===== src/rtl/upsp_pkg.sv =====
// Shared pixel-stream types and default output geometry for the upscaler pipeline.
package upsp_pkg;

    localparam int unsigned DEF_AXIS_DATA_WIDTH = 24;
    localparam int unsigned DEF_DST_IMG_WIDTH   = 3840;
    localparam int unsigned DEF_DST_IMG_HEIGHT  = 2160;

    typedef logic [DEF_AXIS_DATA_WIDTH-1:0] pixel_t;

    typedef struct packed {
        pixel_t data;
        logic   last;
        logic   user;
    } axis_beat_t;

    // Counter width that stays legal for a degenerate 1-pixel dimension.
    function automatic int unsigned cnt_width(input int unsigned n);
        return (n > 1) ? $clog2(n) : 1;
    endfunction

endpackage


===== src/rtl/axis_dst_framer_if.sv =====
// AXI4-Stream pixel channel shared by the framer input and output.
interface axis_dst_framer_if #(
    parameter int unsigned DW = 24
);
    logic          tvalid;
    logic [DW-1:0] tdata;
    logic          tlast;
    logic          tuser;
    logic          tready;

    modport master (output tvalid, output tdata, output tlast, output tuser, input tready);
    modport slave  (input tvalid, input tdata, input tlast, input tuser, output tready);
endinterface


===== src/rtl/axis_skid_buffer.sv =====
// Two-entry skid buffer with registered ready; full rate with no combinational ready path.
module axis_skid_buffer
    import upsp_pkg::*;
#(
    parameter type T = axis_beat_t
) (
    input  logic clk,
    input  logic rst_n,
    input  logic s_valid_i,
    input  T     s_data_i,
    output logic s_ready_o,
    output logic m_valid_o,
    output T     m_data_o,
    input  logic m_ready_i
);

    logic [1:0] count_q, count_d;
    T           head_q, head_d;
    T           tail_q, tail_d;
    logic       ready_q;
    logic       push, pop;

    assign push      = s_valid_i && ready_q;
    assign pop       = (count_q != 2'd0) && m_ready_i;
    assign s_ready_o = ready_q;
    assign m_valid_o = (count_q != 2'd0);
    assign m_data_o  = head_q;

    always_comb begin
        head_d  = head_q;
        tail_d  = tail_q;
        count_d = count_q;
        case ({push, pop})
            2'b10: begin
                if (count_q == 2'd0) begin
                    head_d = s_data_i;
                end else begin
                    tail_d = s_data_i;
                end
                count_d = count_q + 2'd1;
            end
            2'b01: begin
                head_d  = tail_q;
                count_d = count_q - 2'd1;
            end
            2'b11: begin
                // Occupancy unchanged: new beat lands behind whatever becomes head.
                if (count_q == 2'd1) begin
                    head_d = s_data_i;
                end else begin
                    head_d = tail_q;
                    tail_d = s_data_i;
                end
            end
            default: ;
        endcase
    end

    always_ff @(posedge clk or negedge rst_n) begin
        if (!rst_n) begin
            count_q <= 2'd0;
            head_q  <= '0;
            tail_q  <= '0;
            ready_q <= 1'b0;
        end else begin
            count_q <= count_d;
            head_q  <= head_d;
            tail_q  <= tail_d;
            ready_q <= (count_d != 2'd2);
        end
    end

endmodule


===== src/rtl/axis_dst_framer.sv =====
// Output framer: regenerates tlast/tuser from geometry counters, checks upstream tlast, flags frame end.
module axis_dst_framer
    import upsp_pkg::*;
#(
    parameter int unsigned AXIS_DATA_WIDTH = DEF_AXIS_DATA_WIDTH,
    parameter int unsigned DST_IMG_WIDTH   = DEF_DST_IMG_WIDTH,
    parameter int unsigned DST_IMG_HEIGHT  = DEF_DST_IMG_HEIGHT
) (
    input  logic               clk,
    input  logic               rst_n,
    axis_dst_framer_if.slave   s_axis,
    axis_dst_framer_if.master  m_axis,
    input  logic               err_clr,
    output logic               frame_done,
    output logic               err_early_last,
    output logic               err_miss_last
);

    localparam int unsigned CW = cnt_width(DST_IMG_WIDTH);
    localparam int unsigned RW = cnt_width(DST_IMG_HEIGHT);
    localparam logic [CW-1:0] COL_LAST = CW'(DST_IMG_WIDTH - 1);
    localparam logic [RW-1:0] ROW_LAST = RW'(DST_IMG_HEIGHT - 1);

    typedef struct packed {
        logic [AXIS_DATA_WIDTH-1:0] data;
        logic                       last;
        logic                       user;
    } beat_t;

    logic [CW-1:0] col_q, col_d;
    logic [RW-1:0] row_q, row_d;
    logic [RW-1:0] orow_q, orow_d;
    logic          early_q, early_d;
    logic          miss_q, miss_d;
    logic          done_q, done_d;

    beat_t in_beat, out_beat;
    logic  s_ready, m_valid;
    logic  in_acc, out_acc;
    logic  col_last;
    logic  unused_s_tuser;

    assign unused_s_tuser = s_axis.tuser;

    assign col_last = (col_q == COL_LAST);
    assign in_acc   = s_axis.tvalid && s_ready;
    assign out_acc  = m_valid && m_axis.tready;

    assign in_beat = '{data: s_axis.tdata,
                       last: col_last,
                       user: (col_q == '0) && (row_q == '0)};

    axis_skid_buffer #(
        .T (beat_t)
    ) u_skid (
        .clk       (clk),
        .rst_n     (rst_n),
        .s_valid_i (s_axis.tvalid),
        .s_data_i  (in_beat),
        .s_ready_o (s_ready),
        .m_valid_o (m_valid),
        .m_data_o  (out_beat),
        .m_ready_i (m_axis.tready)
    );

    assign s_axis.tready = s_ready;
    assign m_axis.tvalid = m_valid;
    assign m_axis.tdata  = out_beat.data;
    assign m_axis.tlast  = out_beat.last;
    assign m_axis.tuser  = out_beat.user;

    assign frame_done     = done_q;
    assign err_early_last = early_q;
    assign err_miss_last  = miss_q;

    always_comb begin
        col_d  = col_q;
        row_d  = row_q;
        orow_d = orow_q;
        if (in_acc) begin
            col_d = col_last ? '0 : col_q + 1'b1;
            if (col_last) begin
                row_d = (row_q == ROW_LAST) ? '0 : row_q + 1'b1;
            end
        end
        if (out_acc && out_beat.last) begin
            orow_d = (orow_q == ROW_LAST) ? '0 : orow_q + 1'b1;
        end
        // Geometry is authoritative; a bad upstream tlast only raises a flag.
        early_d = (in_acc && s_axis.tlast && !col_last) || (early_q && !err_clr);
        miss_d  = (in_acc && !s_axis.tlast && col_last) || (miss_q && !err_clr);
        done_d  = out_acc && out_beat.last && (orow_q == ROW_LAST);
    end

    always_ff @(posedge clk or negedge rst_n) begin
        if (!rst_n) begin
            col_q   <= '0;
            row_q   <= '0;
            orow_q  <= '0;
            early_q <= 1'b0;
            miss_q  <= 1'b0;
            done_q  <= 1'b0;
        end else begin
            col_q   <= col_d;
            row_q   <= row_d;
            orow_q  <= orow_d;
            early_q <= early_d;
            miss_q  <= miss_d;
            done_q  <= done_d;
        end
    end

endmodule


===== src/flat_wrapper.sv =====
// flat-port wrapper written by rule: the top's interface ports become plain ports
module axis_dst_framer_flat import upsp_pkg::*;
#(
    parameter int unsigned AXIS_DATA_WIDTH = DEF_AXIS_DATA_WIDTH,
    parameter int unsigned DST_IMG_WIDTH   = DEF_DST_IMG_WIDTH,
    parameter int unsigned DST_IMG_HEIGHT  = DEF_DST_IMG_HEIGHT
)
  (clk, rst_n, err_clr, frame_done, err_early_last, err_miss_last, s_axis_tvalid, s_axis_tdata, s_axis_tlast, s_axis_tuser, s_axis_tready, m_axis_tvalid, m_axis_tdata, m_axis_tlast, m_axis_tuser, m_axis_tready);
  axis_dst_framer_if #(.DW((24))) s_axis_i ();
  axis_dst_framer_if #(.DW((24))) m_axis_i ();
  input  logic clk;
  input  logic rst_n;
  input  logic err_clr;
  output logic frame_done;
  output logic err_early_last;
  output logic err_miss_last;
  input wire logic [$bits(s_axis_i.tvalid)-1:0] s_axis_tvalid;
  input wire logic [$bits(s_axis_i.tdata)-1:0] s_axis_tdata;
  input wire logic [$bits(s_axis_i.tlast)-1:0] s_axis_tlast;
  input wire logic [$bits(s_axis_i.tuser)-1:0] s_axis_tuser;
  output wire logic [$bits(s_axis_i.tready)-1:0] s_axis_tready;
  output wire logic [$bits(m_axis_i.tvalid)-1:0] m_axis_tvalid;
  output wire logic [$bits(m_axis_i.tdata)-1:0] m_axis_tdata;
  output wire logic [$bits(m_axis_i.tlast)-1:0] m_axis_tlast;
  output wire logic [$bits(m_axis_i.tuser)-1:0] m_axis_tuser;
  input wire logic [$bits(m_axis_i.tready)-1:0] m_axis_tready;
  assign s_axis_i.tvalid = s_axis_tvalid;
  assign s_axis_i.tdata = s_axis_tdata;
  assign s_axis_i.tlast = s_axis_tlast;
  assign s_axis_i.tuser = s_axis_tuser;
  assign s_axis_tready = s_axis_i.tready;
  assign m_axis_tvalid = m_axis_i.tvalid;
  assign m_axis_tdata = m_axis_i.tdata;
  assign m_axis_tlast = m_axis_i.tlast;
  assign m_axis_tuser = m_axis_i.tuser;
  assign m_axis_i.tready = m_axis_tready;
  axis_dst_framer #(.AXIS_DATA_WIDTH(AXIS_DATA_WIDTH), .DST_IMG_WIDTH(DST_IMG_WIDTH), .DST_IMG_HEIGHT(DST_IMG_HEIGHT)) u_core (.clk(clk), .rst_n(rst_n), .s_axis(s_axis_i), .m_axis(m_axis_i), .err_clr(err_clr), .frame_done(frame_done), .err_early_last(err_early_last), .err_miss_last(err_miss_last));
endmodule

===== config.mk =====
export PLATFORM = sky130hd
export DESIGN_NAME = axis_dst_framer_flat
export DESIGN_NICKNAME = d
export VERILOG_FILES = /design/src/rtl/upsp_pkg.sv /design/src/rtl/axis_dst_framer_if.sv /design/src/rtl/axis_skid_buffer.sv /design/src/rtl/axis_dst_framer.sv /design/src/flat_wrapper.sv
export SDC_FILE = /design/constraint.sdc
export NUM_CORES = 1
export LEC_CHECK = 0
export CAP_MARGIN = 20
export CELL_PAD_IN_SITES_DETAIL_PLACEMENT = 1
export CELL_PAD_IN_SITES_GLOBAL_PLACEMENT = 1
export CORE_MARGIN = 2
export CORE_UTILIZATION = 35
export DETAILED_ROUTE_END_ITERATION = 12
export PLACE_DENSITY_LB_ADDON = 0.1
export SYNTH_ARGS = -nofsm -noshare
export SYNTH_HDL_FRONTEND = slang
export SYNTH_HIERARCHICAL = 1
export SYNTH_SLANG_ARGS = --single-unit

===== constraint.sdc =====
create_clock -name clk -period 3.7 [get_ports clk]
set_clock_uncertainty 0.05 [all_clocks]
set_input_delay 0.37 -clock clk [delete_from_list [all_inputs] [get_ports clk]]
set_output_delay 0.37 -clock clk [all_outputs]
set_load 0.02 [all_outputs]

* Word level (Yosys, flattened, before mapping)
Cells that the tools add are included.
Word-level totals: memories kept 0, flip-flop bits (word level) 94, memory bits (read-only) 0, bits in latches 0, input port bits 31, RAM bits 0, output and inout bits 31, logic and storage cells 65
Cells by class: bitwise gates (word level) 0, mux-type cells 10, divide/modulo/power cells 0, shifts and indexed selects 0, reduce and logical (&&, ||, !) cells 25, eq/ne operators 11, magnitude comparators 0, add/sub/neg operators 5, multipliers 0
Operators with widths (count):
- two-way mux 26 bit | 4
- case mux 26 bit (3 select lines) | 1
- case mux 26 bit (2 select lines) | 1
- adder 12 x 1 -> 12 bit, second input constant | 3
- == test 12 bit, second input constant | 3
- two-way mux 12 bit | 3
- zero test 12 bit | 2
- logical AND 1 bit | 11
- inequality test 2 bit, second input constant | 4
- == test 2 x 1 -> 1 bit, second input constant | 2
- == test 2 bit, second input constant | 2
- case mux 2 bit (2 select lines) | 1
- AND reduction 2 bit | 2
- nonzero test 2 bit | 2
- zero test 1 bit | 3
- AND reduction 3 bit | 1
- nonzero test 3 bit | 1
- adder 2 x 1 -> 2 bit, second input constant | 1
- zero test 2 bit | 1
- logical OR 1 bit | 2
- subtractor 2 x 1 -> 2 bit, second input constant | 1

* Logic depth before layout (Yosys ltp)
Gate-level depths: netlist (run 1).
depth in word-level cells 5, depth in mapped cells 11, gate-level depth less buffers 8

* Modules after synthesis
The synthesis (run 1) kept the hierarchy.
By module, submodules not included:
- axis_skid_buffer | instances 1, area each 2591.2 sq um, cells each 235
- axis_dst_framer | instances 1, area each 2013.2 sq um, cells each 203

* Worst setup path before layout (run 1)
OpenSTA, ideal clock, no wires.
path kind register to register, from register u_core.u_skid.count_q[0], to register u_core/u_skid/tail_q[10] (netlist name), data arrival time 2.491 ns, stages on the path, launching flop included 11, setup time 0.125 ns, buffers on the path 3, path slack 1.034 ns, cells stage by stage dfrtp_1 -> inv_1 -> ha_1 -> nor2b_1 -> buf_2 -> clkinv_1 -> clkbuf_1 -> ha_1 -> a211oi_4 -> buf_6 -> mux2_2
On the way: cells in the longest elaborated chain, start to end 5, elaborated cells on any way between the ends 11, classes of those cells 5 x eq/ne; 1 x mux; 5 x reduce/logical
RTL lines:
- start: declaration | line axis_skid_buffer.sv:17 | logic [1:0] count_q, count_d;
- start signal: assignment | line axis_skid_buffer.sv:66 | count_q <= count_d;
- nonzero test 2 bit | line axis_skid_buffer.sv:24 | assign pop = (count_q != 2'd0) && m_ready_i;
- logical AND 1 bit | line axis_skid_buffer.sv:24
- == test 2 bit | line axis_skid_buffer.sv:33 | case ({push, pop})
- inequality test 2 bit (no source line) / nonzero test 2 bit (equally long branches)
- AND reduction 3 bit (no source line)
- end signal: assignment | line axis_skid_buffer.sv:68 | tail_q <= tail_d;
- end: declaration | line axis_skid_buffer.sv:19 | T tail_q, tail_d;
Parallel ways exist; a longest one is shown, timed or not. A chain may end at the register's enable or synchronous reset.

* Final worst setup path (run 1)
from register u_core.u_skid.count_q[0], to register u_core/u_skid/tail_q[23] (netlist name)
The elaborated chain is that of the path after synthesis.

==> results.sh, run 1 <==
export IMPL_outcome="finished, final reports clean"
export IMPL_setup_tns_ps=0
export IMPL_post_synth_top_count_cell="dfrtp_1"
export IMPL_ys_top_cells_by_area="dfrtp_1, mux2_2, o211ai_1"
export IMPL_synth_cell_types=45
export IMPL_floorplan_die_height_um=119
export IMPL_synthToLayoutAreaGrowth_pct=24.2
export IMPL_leakage_nw=2.36
export IMPL_slew_violations=0
export IMPL_drtIter0Drc=251
export IMPL_n_fill_cell=1445
export IMPL_post_drt_wl_per_cell_um=18.1
export IMPL_wl_um=12200
export IMPL_synth_fp_nets=479
export IMPL_cts_sinks=94
export IMPL_synth_xor_area_share_pct=3.42
export IMPL_std_cell_rows=41
export IMPL_synth_flop_cell="dfrtp_1"
export IMPL_hold_class="register to register"
export IMPL_gr_usage_all_layers_pct=18.7
export IMPL_drtAntennaViolNets=0
export IMPL_drc_errors=0
export IMPL_start_util_pct=36.2
export IMPL_cp_num_buf_inv=4
export IMPL_synth_area_sq_mm=0.00460
export IMPL_yosys_area_share_simple_pct=16.5
export IMPL_design_area_sq_mm=0.00572
export IMPL_required_ps=3890
export IMPL_via_count=3718
export IMPL_cts_buffers=9
export IMPL_synth_mux_area_share_pct=6.79
export IMPL_critPathTopFamily="buffers and inverters"
export IMPL_endpoint="u_core/u_skid/tail_q[23]$_DFFE_PN0P_"
export IMPL_yosys_area_top_type_share_pct=51.1
export IMPL_fp_coreArea_sq_mm=0.0127
export IMPL_critical_path_cell_chain="inv_1, ha_1, nor2b_4, clkinv_1, buf_4, ha_1, nor2_1, a211oi_4, buf_4, mux2_2"
export IMPL_fin_nets=540
export IMPL_cp_max_fo=28
export IMPL_gp_congestion=0.738
export IMPL_grt_max_degree=54
export IMPL_antenna_found_initial=0
export IMPL_cp_slowest_cell="dfrtp_1"
export IMPL_cts_tree="built"
export IMPL_period_minus_slack_ps=2750
export IMPL_maxSlewHeadroom_pct=60.6
export IMPL_async_flop_share_pct=100
export IMPL_layout_drive_gt1_share_pct=13.7
export IMPL_synth_top_family_by_area="simple AND/OR/NAND/NOR gates"
export IMPL_critPathLaunchType="register"
export IMPL_die_w_um=119
export IMPL_io_pins=62
export IMPL_hpwl_um=7980
export IMPL_worst_pin_slew_ps=591
export IMPL_yosysTopAreaCell="dfrtp_1"
export IMPL_rrSetupSlack_ps=950
export IMPL_hp_start="u_core/orow_q[7]$_DFFE_PN0P_"
export IMPL_clock_path_buffers=2
export IMPL_critical_path_class="register to register"
export IMPL_grt_pass1_vias=4018
export IMPL_min_path_cells=1
export IMPL_end_kind="register"
export IMPL_setup_worst_path_start="u_core/u_skid/count_q[0]$_DFF_PN0_"
export IMPL_clock_root_buffer="clkbuf_16"
export IMPL_dieArea_sq_mm=0.0141
export IMPL_firstDrtPassIters=4
export IMPL_gr_total_overflow=0
export IMPL_yosys_register_bits=94
export IMPL_avgSynthCellArea_sq_um=10.5
export IMPL_yosys_warnings=6
export IMPL_grt_pass1_wl_um=20900
export IMPL_r2r_start="u_core/u_skid/count_q[0]$_DFF_PN0_"
export IMPL_synth_edf_count=0
export IMPL_peakVddDrop_v=0.000420
export IMPL_reg2reg_to="u_core/u_skid/tail_q[23]$_DFFE_PN0P_"
export IMPL_clk_insertion_delay_late_ps=350
export IMPL_fmax_mhz=364
export IMPL_cts_resized=0
export IMPL_drv_cap=0
export IMPL_cp_depth=10
export IMPL_rsz0062_at_grt="false"
export IMPL_via_per_inst=5.50
export IMPL_max_stage_delay_ps=410
export IMPL_report_final_hold_viol_count=0
export IMPL_synth_compound_area_share_pct=15.4
export IMPL_diodes=0
export IMPL_fin_crit_sh_pct=74.2
export IMPL_ys_top_cells_by_count="dfrtp_1, o21ai_0, nor3_1"
export IMPL_htreeDepth=3
export IMPL_cts_reportedPaths_clkPinSlew_ps=70
export IMPL_netlist_instances=438
export IMPL_place_area_sq_mm=0.00541
export IMPL_ff2ff_path_depth=10
export IMPL_critical_path_arrival_ps=2930
export IMPL_setup_viol=0
export IMPL_p_per_area_mw_per_mm2=768
export IMPL_io_buffer_count=60
export IMPL_yosys_area_share_adder_pct=2.72
export IMPL_yosysSeqAreaShare_pct=51.1
registers in the layout, indices dropped and copies added, names as in the netlist, 2 cells and up:
name / count
u_core/u_skid/tail_q: 26
u_core/row_q: 12
u_core/u_skid/count_q: 2
u_core/col_q: 12
u_core/u_skid/m_data_o: 26
u_core/orow_q: 12
worst min path at each step:
stage	to	slack [ps]
2_1_floorplan	u_core/col_q[0]$_DFFE_PN0N_	20
3_3_place_gp	u_core/col_q[6]$_DFFE_PN0N_	300
3_5_place_dp	u_core/row_q[6]$_DFFE_PN0P_	300
4_1_cts	u_core/orow_q[7]$_DFFE_PN0P_	450
5_1_grt	u_core/err_miss_last$_DFF_PN0_	460
6_report	u_core/orow_q[7]$_DFFE_PN0P_	440
cell families after synthesis:
kind of cell / count (synthesis)
simple gates: 137
compound gates: 111
flops: 94
buf+inv: 40
mux: 28
xor+xnor: 18
fa+ha+maj: 10
power breakdown:
group	total, mW	switching [mW]	internal, mW
Combinational	1.79	0.978	0.814
Clock	0.948	0.409	0.540
Sequential	1.65	0.259	1.39
Total	4.39	1.65	2.75
per-layer routing:
| layer | up-vias | routed length [um] | track usage (%) |
|---|---|---|---|
| li1 | 1740 | - | - |
| met1 | 1910 | 5620 | 23.7 |
| met2 | 64 | 5930 | 30.6 |
| met3 | 4 | 599 | 6.61 |
| met4 | 0 | 78 | 4.54 |
| met5 | - | 0 | 0 |
area by class of cell:
class,instances,area [sq um],area share (%)
Clock inverter,6,61.3,1.07
Clock buffer,10,239,4.18
Timing Repair Buffer,76,721,12.6
Tap cell,172,215,3.76
Multi-Input combinational cell,304,2080,36.3
Inverter,14,52.6,0.919
Sequential cell,94,2350,41.1
layout by cell type (no fill, tap or decap), types with 2 or more instances in the layout:
cell type and count:
clkbuf_16 9, inv_1 13, dfrtp_1 94, xor2_1 12, nand2_1 22, nand3_1 13
a21o_1 5, or2_2 3, nand2b_1 3, or4_1 3, ha_1 10, buf_4 16
and2_1 2, xnor2_1 6, a31oi_1 28, mux2_2 26, a22o_1 2, and3_1 9
nor2b_1 2, o211ai_1 27, mux2i_1 2, o21ai_0 37, nor2_1 14, or3_1 4
nor3_1 36, a21oi_1 6, nand4_1 5, nor4_1 9, nand4b_1 3, clkdlybuf4s50_1 59
clkinv_2 3
repair_timing:
| item | CTS | global route |
|---|---|---|
| endpoints found under the hold margin | 31 | 0 |
| hold buffers | 1 | 0 |
| buffers inserted | 0 | 0 |
stage by stage:
step	worst slack [ps]	instances	hold slack, ps	utilization, %	power [mW]
6_report	954	676	438	44.9	4.39
5_1_grt	811	676	464	44.9	4.70
4_1_cts	940	676	445	44.9	4.46
3_5_place_dp	817	659	302	42.5	3.49
3_3_place_gp	830	659	300	42.5	3.44
2_1_floorplan	1030	438	24.4	-	2.76
Note: power is estimated with default switching activity, not from simulation.
==> run 2: changes to the inputs <==
==> constraint.sdc (replaced) <==
create_clock -name clk -period 2.7 [get_ports clk]
set_clock_uncertainty 0.05 [all_clocks]
set_input_delay 0.27 -clock clk [delete_from_list [all_inputs] [get_ports clk]]
set_output_delay 0.27 -clock clk [all_outputs]
set_load 0.02 [all_outputs]
==> run 2 against run 1 <==
  * Design area up 1.1%
  * Maximum frequency grew 13%
  * Final cell count increased by 0.15%
  * Utilization is 0.48 points higher
  * Largest power group unchanged
  * Hold slack worse by 11 ps
  * Setup slack lost 680 ps
  * Highest routed layer unchanged
  * Total power rose by 40%
  * Critical endpoint is now u_core/u_skid/m_data_o[11]$_DFFE_PN0P_
==> results.sh, run 2 (synthesized netlist as in run 1, its figures left out) <==
export IMPL_io_pins=62
export IMPL_synthToLayoutAreaGrowth_pct=25.5
export IMPL_io_buffer_count=60
export IMPL_critical_path_arrival_ps=2630
export IMPL_hold_buffers=1
export IMPL_placed_cells_incl_taps=661
export IMPL_gr_total_overflow=0
export IMPL_grt_max_degree=52
export IMPL_rsz0062_at_grt="false"
export IMPL_critPathLaunchType="register"
export IMPL_setup_viol=0
export IMPL_period_minus_slack_ps=2420
export IMPL_leakage_nw=2.38
export IMPL_firstDrtPassIters=4
export IMPL_p_clk_share_pct=21.5
export IMPL_std_cell_rows=41
export IMPL_slew_violations=0
export IMPL_cp_max_fo=41
export IMPL_intPower_mw=3.87
export IMPL_drc_errors=0
export IMPL_peakVddDrop_v=0.000410
export IMPL_drtAntennaViolNets=0
export IMPL_via_per_inst=5.49
export IMPL_place_ws_ps=141
export IMPL_worst_pin_slew_ps=602
export IMPL_start_util_pct=36.2
export IMPL_cts_tree="built"
export IMPL_cts_resized=0
export IMPL_gp_congestion=0.752
export IMPL_fin_nets=542
export IMPL_p_sw_mw=2.27
export IMPL_cts_sinks=94
export IMPL_outcome="finished, final reports clean"
export IMPL_grt_use_met2_pct=30.1
export IMPL_diodes=0
export IMPL_pwr_share_seq_pct=36.8
export IMPL_instances_no_fill=677
export IMPL_grt_pass1_vias=3962
export IMPL_grt_pass1_wl_um=20600
export IMPL_netSwitchingFraction_pct=37.0
export IMPL_via_count=3714
export IMPL_setup_ws_ps=276
export IMPL_drtIter0Drc=165
export IMPL_gr_usage_all_layers_pct=18.3
export IMPL_dieArea_sq_mm=0.0141
export IMPL_design_area_sq_mm=0.00578
export IMPL_post_cts_buffers=0
export IMPL_grtUsageMet3_pct=3.62
export IMPL_maxSlewHeadroom_pct=59.8
export IMPL_hold_class="input port to asynchronous set/reset pin"
export IMPL_fp_coreArea_sq_mm=0.0127
export IMPL_n_fill_cell=1457
export IMPL_critical_path_class="register to register"
export IMPL_combPwrFrac_pct=41.8
export IMPL_report_final_hold_viol_count=0
export IMPL_end_kind="register"
export IMPL_layout_commonest_cell="dfrtp_1"
export IMPL_report_power_total_mw=6.14
export IMPL_post_drt_wl_per_cell_um=18.1
export IMPL_cts_reportedPaths_clkPinSlew_ps=70
export IMPL_floorplan_die_height_um=119
export IMPL_setup_tns_ps=0
export IMPL_fmax_mhz=413
export IMPL_layout_drive_gt1_share_pct=13.9
export IMPL_hpwl_um=8160
export IMPL_htreeDepth=3
export IMPL_die_w_um=119
export IMPL_cts_buffers=9
export IMPL_antenna_found_initial=0
export IMPL_p_per_area_mw_per_mm2=1060
export IMPL_drv_cap=0
export IMPL_final_cell_mix="dfrtp_1, clkdlybuf4s50_1, o21ai_0, nor3_1, a31oi_1"
export IMPL_place_area_sq_mm=0.00546
export IMPL_grt_busiest_layer="met2"
export IMPL_fin_crit_sh_pct=89.8
export IMPL_clock_path_buffers=2
export IMPL_clock_root_buffer="clkbuf_16"
export IMPL_use_met1_pct=24.2
export IMPL_clk_insertion_delay_late_ps=340
export IMPL_required_ps=2900
export IMPL_wl_um=12200
==> run 2: worst paths after layout <==
| check | startpoint | end | slack (ps) | depth (start not counted) |
|---|---|---|---|---|
| setup reg to reg | u_core/u_skid/count_q[0]$_DFF_PN0_ | u_core/u_skid/m_data_o[11]$_DFFE_PN0P_ | 280 | 8 |
| setup / recovery | u_core/u_skid/count_q[0]$_DFF_PN0_ | u_core/u_skid/m_data_o[11]$_DFFE_PN0P_ | 280 | 8 |
| min in group clk | u_core/orow_q[7]$_DFFE_PN0P_ | u_core/orow_q[7]$_DFFE_PN0P_ | 430 | 1 |
| hold / removal | rst_n | u_core/col_q[5]$_DFFE_PN0N_ | 430 | 2 |
| hold reg to reg | u_core/orow_q[7]$_DFFE_PN0P_ | u_core/orow_q[7]$_DFFE_PN0P_ | 430 | 1 |
| max in group asynchronous | rst_n | u_core/u_skid/m_data_o[9]$_DFFE_PN0P_ | 1500 | 3 |
==> run 2: metal layers <==
| layer | vias to the layer above | wire [um] | part of all wire (%) |
|---|---|---|---|
| met4 | 0 | 164 | 1.3 |
| met2 | 52 | 5830 | 48 |
| met1 | 1908 | 5820 | 48 |
| li1 | 1744 | - | - |
| met3 | 10 | 419 | 3.4 |
| met5 | - | 0 | 0 |
==> run 2: through the flow <==
step / util [%] / hold slack (ps)
floorplan: - / -75.6
global placement: 42.9 / 277
detailed placement: 42.9 / 277
CTS: 45.4 / 437
global route: 45.4 / 467
finish: 45.4 / 427
==> run 2: critical path, stage by stage, from the launching register on <==
cell,delay (ps)
dfrtp_1,380
inv_1,60
ha_1,300
nor2b_4,170
buf_4,410
ha_1,370
buf_4,240
o211ai_1,120
a31oi_1,210
==> run 2: cell type report <==
cell class / count / area [sq um] / area share, %
Sequential cell: 94 / 2350 / 40.7
Multi-Input combinational cell: 304 / 2080 / 35.9
Timing Repair Buffer: 78 / 773 / 13.4
Clock buffer: 12 / 267 / 4.61
Tap cell: 172 / 215 / 3.72
Inverter: 14 / 52.6 / 0.909
Clock inverter: 3 / 42.5 / 0.736
==> run 2: power groups by stage <==
stage / combinational (mW) / clock, mW / sequential [mW]
floorplan: 1.33 / 0 / 2.45
detailed placement: 2.60 / 0 / 2.28
CTS: 2.61 / 1.36 / 2.26
global route: 2.82 / 1.41 / 2.34
global placement: 2.53 / 0 / 2.26
finish: 2.57 / 1.32 / 2.26
==> RTL change (config.mk and constraints of run 2) <==
Reset style: synchronous (`rst_n`), changed in 2 clocked blocks.
--- a/src/rtl/axis_skid_buffer.sv
+++ b/src/rtl/axis_skid_buffer.sv
@@ -56,7 +56,7 @@
         endcase
     end
 
-    always_ff @(posedge clk or negedge rst_n) begin
+    always_ff @(posedge clk) begin
         if (!rst_n) begin
             count_q <= 2'd0;
             head_q  <= '0;
--- a/src/rtl/axis_dst_framer.sv
+++ b/src/rtl/axis_dst_framer.sv
@@ -92,7 +92,7 @@
         done_d  = out_acc && out_beat.last && (orow_q == ROW_LAST);
     end
 
-    always_ff @(posedge clk or negedge rst_n) begin
+    always_ff @(posedge clk) begin
         if (!rst_n) begin
             col_q   <= '0;
             row_q   <= '0;
Behaviour: differs if rst_n is asserted again (counterexample within 4 cycles, from zero or initial values and one cycle with rst_n low); with rst_n held inactive, the same outputs for 10 cycles.
==> RTL change against run 2 <==
  * Maximum frequency grew 1.8%
  * Worst setup slack better by 43 ps
  * Sequential cell count unchanged
  * Non-clock buffer count up 6
  * Wire length increased by 11%
  * Critical path depth is the same
  * Cell area shrank 0.78%
  * Area after synthesis grew 2.9%
  * Critical path type unchanged
  * Largest cell class is now multi-input gates
Power is not compared: it rests on default switching activity, and its combinational part moved more than twofold at a synthesized area within 25%.
==> RTL change: results (changes against run 2) <==
=======================================================================
Share of post-route cells with drive strength above 1 ....        12.2%   -1.6 points
Cell-internal power ......................................      2.33 mW
Delay-heaviest family, CP ................................  adder cells
Result of the run ........................................ finished clean
Routed length per placed instance ........................ 17.6 microns   -2.4%
Ys async rst share .......................................           0%   -100 points
Number of fill cells .....................................         1577   +8.2%
Number of global-route vias before repair ................         4483   +13%
DRT Pass-1 Iters .........................................            4   unchanged
Number of instances resized during post-cts repair .......            0   unchanged
Clock distribution power .................................      1.19 mW
Placer Congestion ........................................        0.829   +10%
Wire length of the first global-routing pass .............      23.0 mm   +12%
Routed via count divided by cell count ...................         5.68   +3.5%
Final setup violation count ..............................            0   unchanged
Post-synthesis net count .................................          585   +22%
Largest net degree at the start of global routing ........           41   -21%
XOR/XNOR share of the synthesized area ...................        2.40%   -1.0 points
Area share of fa/ha/maj cells after synthesis ............        2.64%   -0.075 points
Cell total after placement ...............................          758   +15%
Kind of path behind the tightest hold check .............. register to register
Startpoint of the worst setup timing path ................ u_core/u_skid/count_q[0]
Leading post-synthesis cells by cell area ................ dfxtp_1 (40%), a311oi_2 (6.3%), a21oi_1 (5.2%), nand3_1 (4.5%), o21ai_0 (4.3%)
Antenna violations before repair .........................            0   unchanged
Relative contribution of sequential cells to total power .        47.2%
Biggest cell delay along the critical path ...............       390 ps   -20 ps
Iteration-0 DRC Markers ..................................          223   +35%
Leakage Power ............................................      1.87 nW
Buffers from clock root to sink, at most .................            2   unchanged
VDD IR-drop max ..........................................   0.000369 V
Total Nets Final .........................................          634   +17%
Post-CTS setup buffers ...................................            0   unchanged
Part of the Yosys area used for sequential elements ......        39.7%   -11 points
Slowest library cell on the worst path ...................      dfxtp_1
Worst-path fanout max ....................................            9   -78%
Data arrival, critical path ..............................      2580 ps   -50 ps
Number of distinct library cells after synthesis .........           56   +24%
Compound-Gate Fraction of Synth Area .....................        26.6%   +11 points
Number of buffers inserted during clock tree synthesis ...            9   unchanged
Count of buffers from port buffering .....................           60   unchanged
Clock share of power .....................................        37.9%
Vias after detailed routing ..............................         4391   +18%
Actual transition at the worst max-transition pin ........       586 ps   -16.2 ps
Multiplexer fraction of the synthesized cell area ........       0.449%   -6.3 points
Detailed Place HPWL ......................................      9.09 mm   +11%
Clock tree root driver cell ..............................    clkbuf_16
Worst Hold Launch ........................................ u_core/err_early_last
Global-route usage over all layers .......................        19.7%   +1.4 points
Commonest cells in the synthesized netlist ............... dfxtp_1 (94), a21oi_1 (49), nand3_1 (43), o21ai_0 (41), nand2_1 (30)
CTS H-tree lvls ..........................................            3   unchanged
Count of warnings emitted by yosys .......................            6   unchanged
Clock latency on the worst-skew pair .....................       350 ps
Average footprint of a synthesized cell ..................   8.71 sq um   -17%
=======================================================================
[RTL change: layout make-up]
type	instances	area, sq um	area share [%]
clock buffers	14	264	4.60
clock inverters	1	5.00	0.0873
inverters	16	65.1	1.13
multi-input cells	388	2500	43.7
flip-flops and latches	94	1880	32.8
well taps	176	220	3.84
repair buffers	84	793	13.8
[RTL change: final timing paths]
path                                              endpoint  slack, ps  cells past startpoint
worst max-delay path            u_core/u_skid/m_data_o[25]        320                      8
worst max register to register  u_core/u_skid/m_data_o[25]        320                      8
worst min-delay path                 u_core/err_early_last        430                      2
worst min register to register       u_core/err_early_last        430                      2
[RTL change: metrics by stage]
step	instance area, sq um	setup WS (ps)
after floorplan	4740	465
after global placement	5470	290
after detailed placement	5470	187
after CTS	5730	309
after global routing	5730	110
final	5730	319
[RTL change: routing by layer]
metal  track usage (%)  vias up  part of all wire (%)
li1                  -     2141                     -
met1              25.2     2165                    46
met2              33.1       70                    49
met3              3.44       15                   3.1
met4              7.49        0                   1.7
met5                 0        -                     0
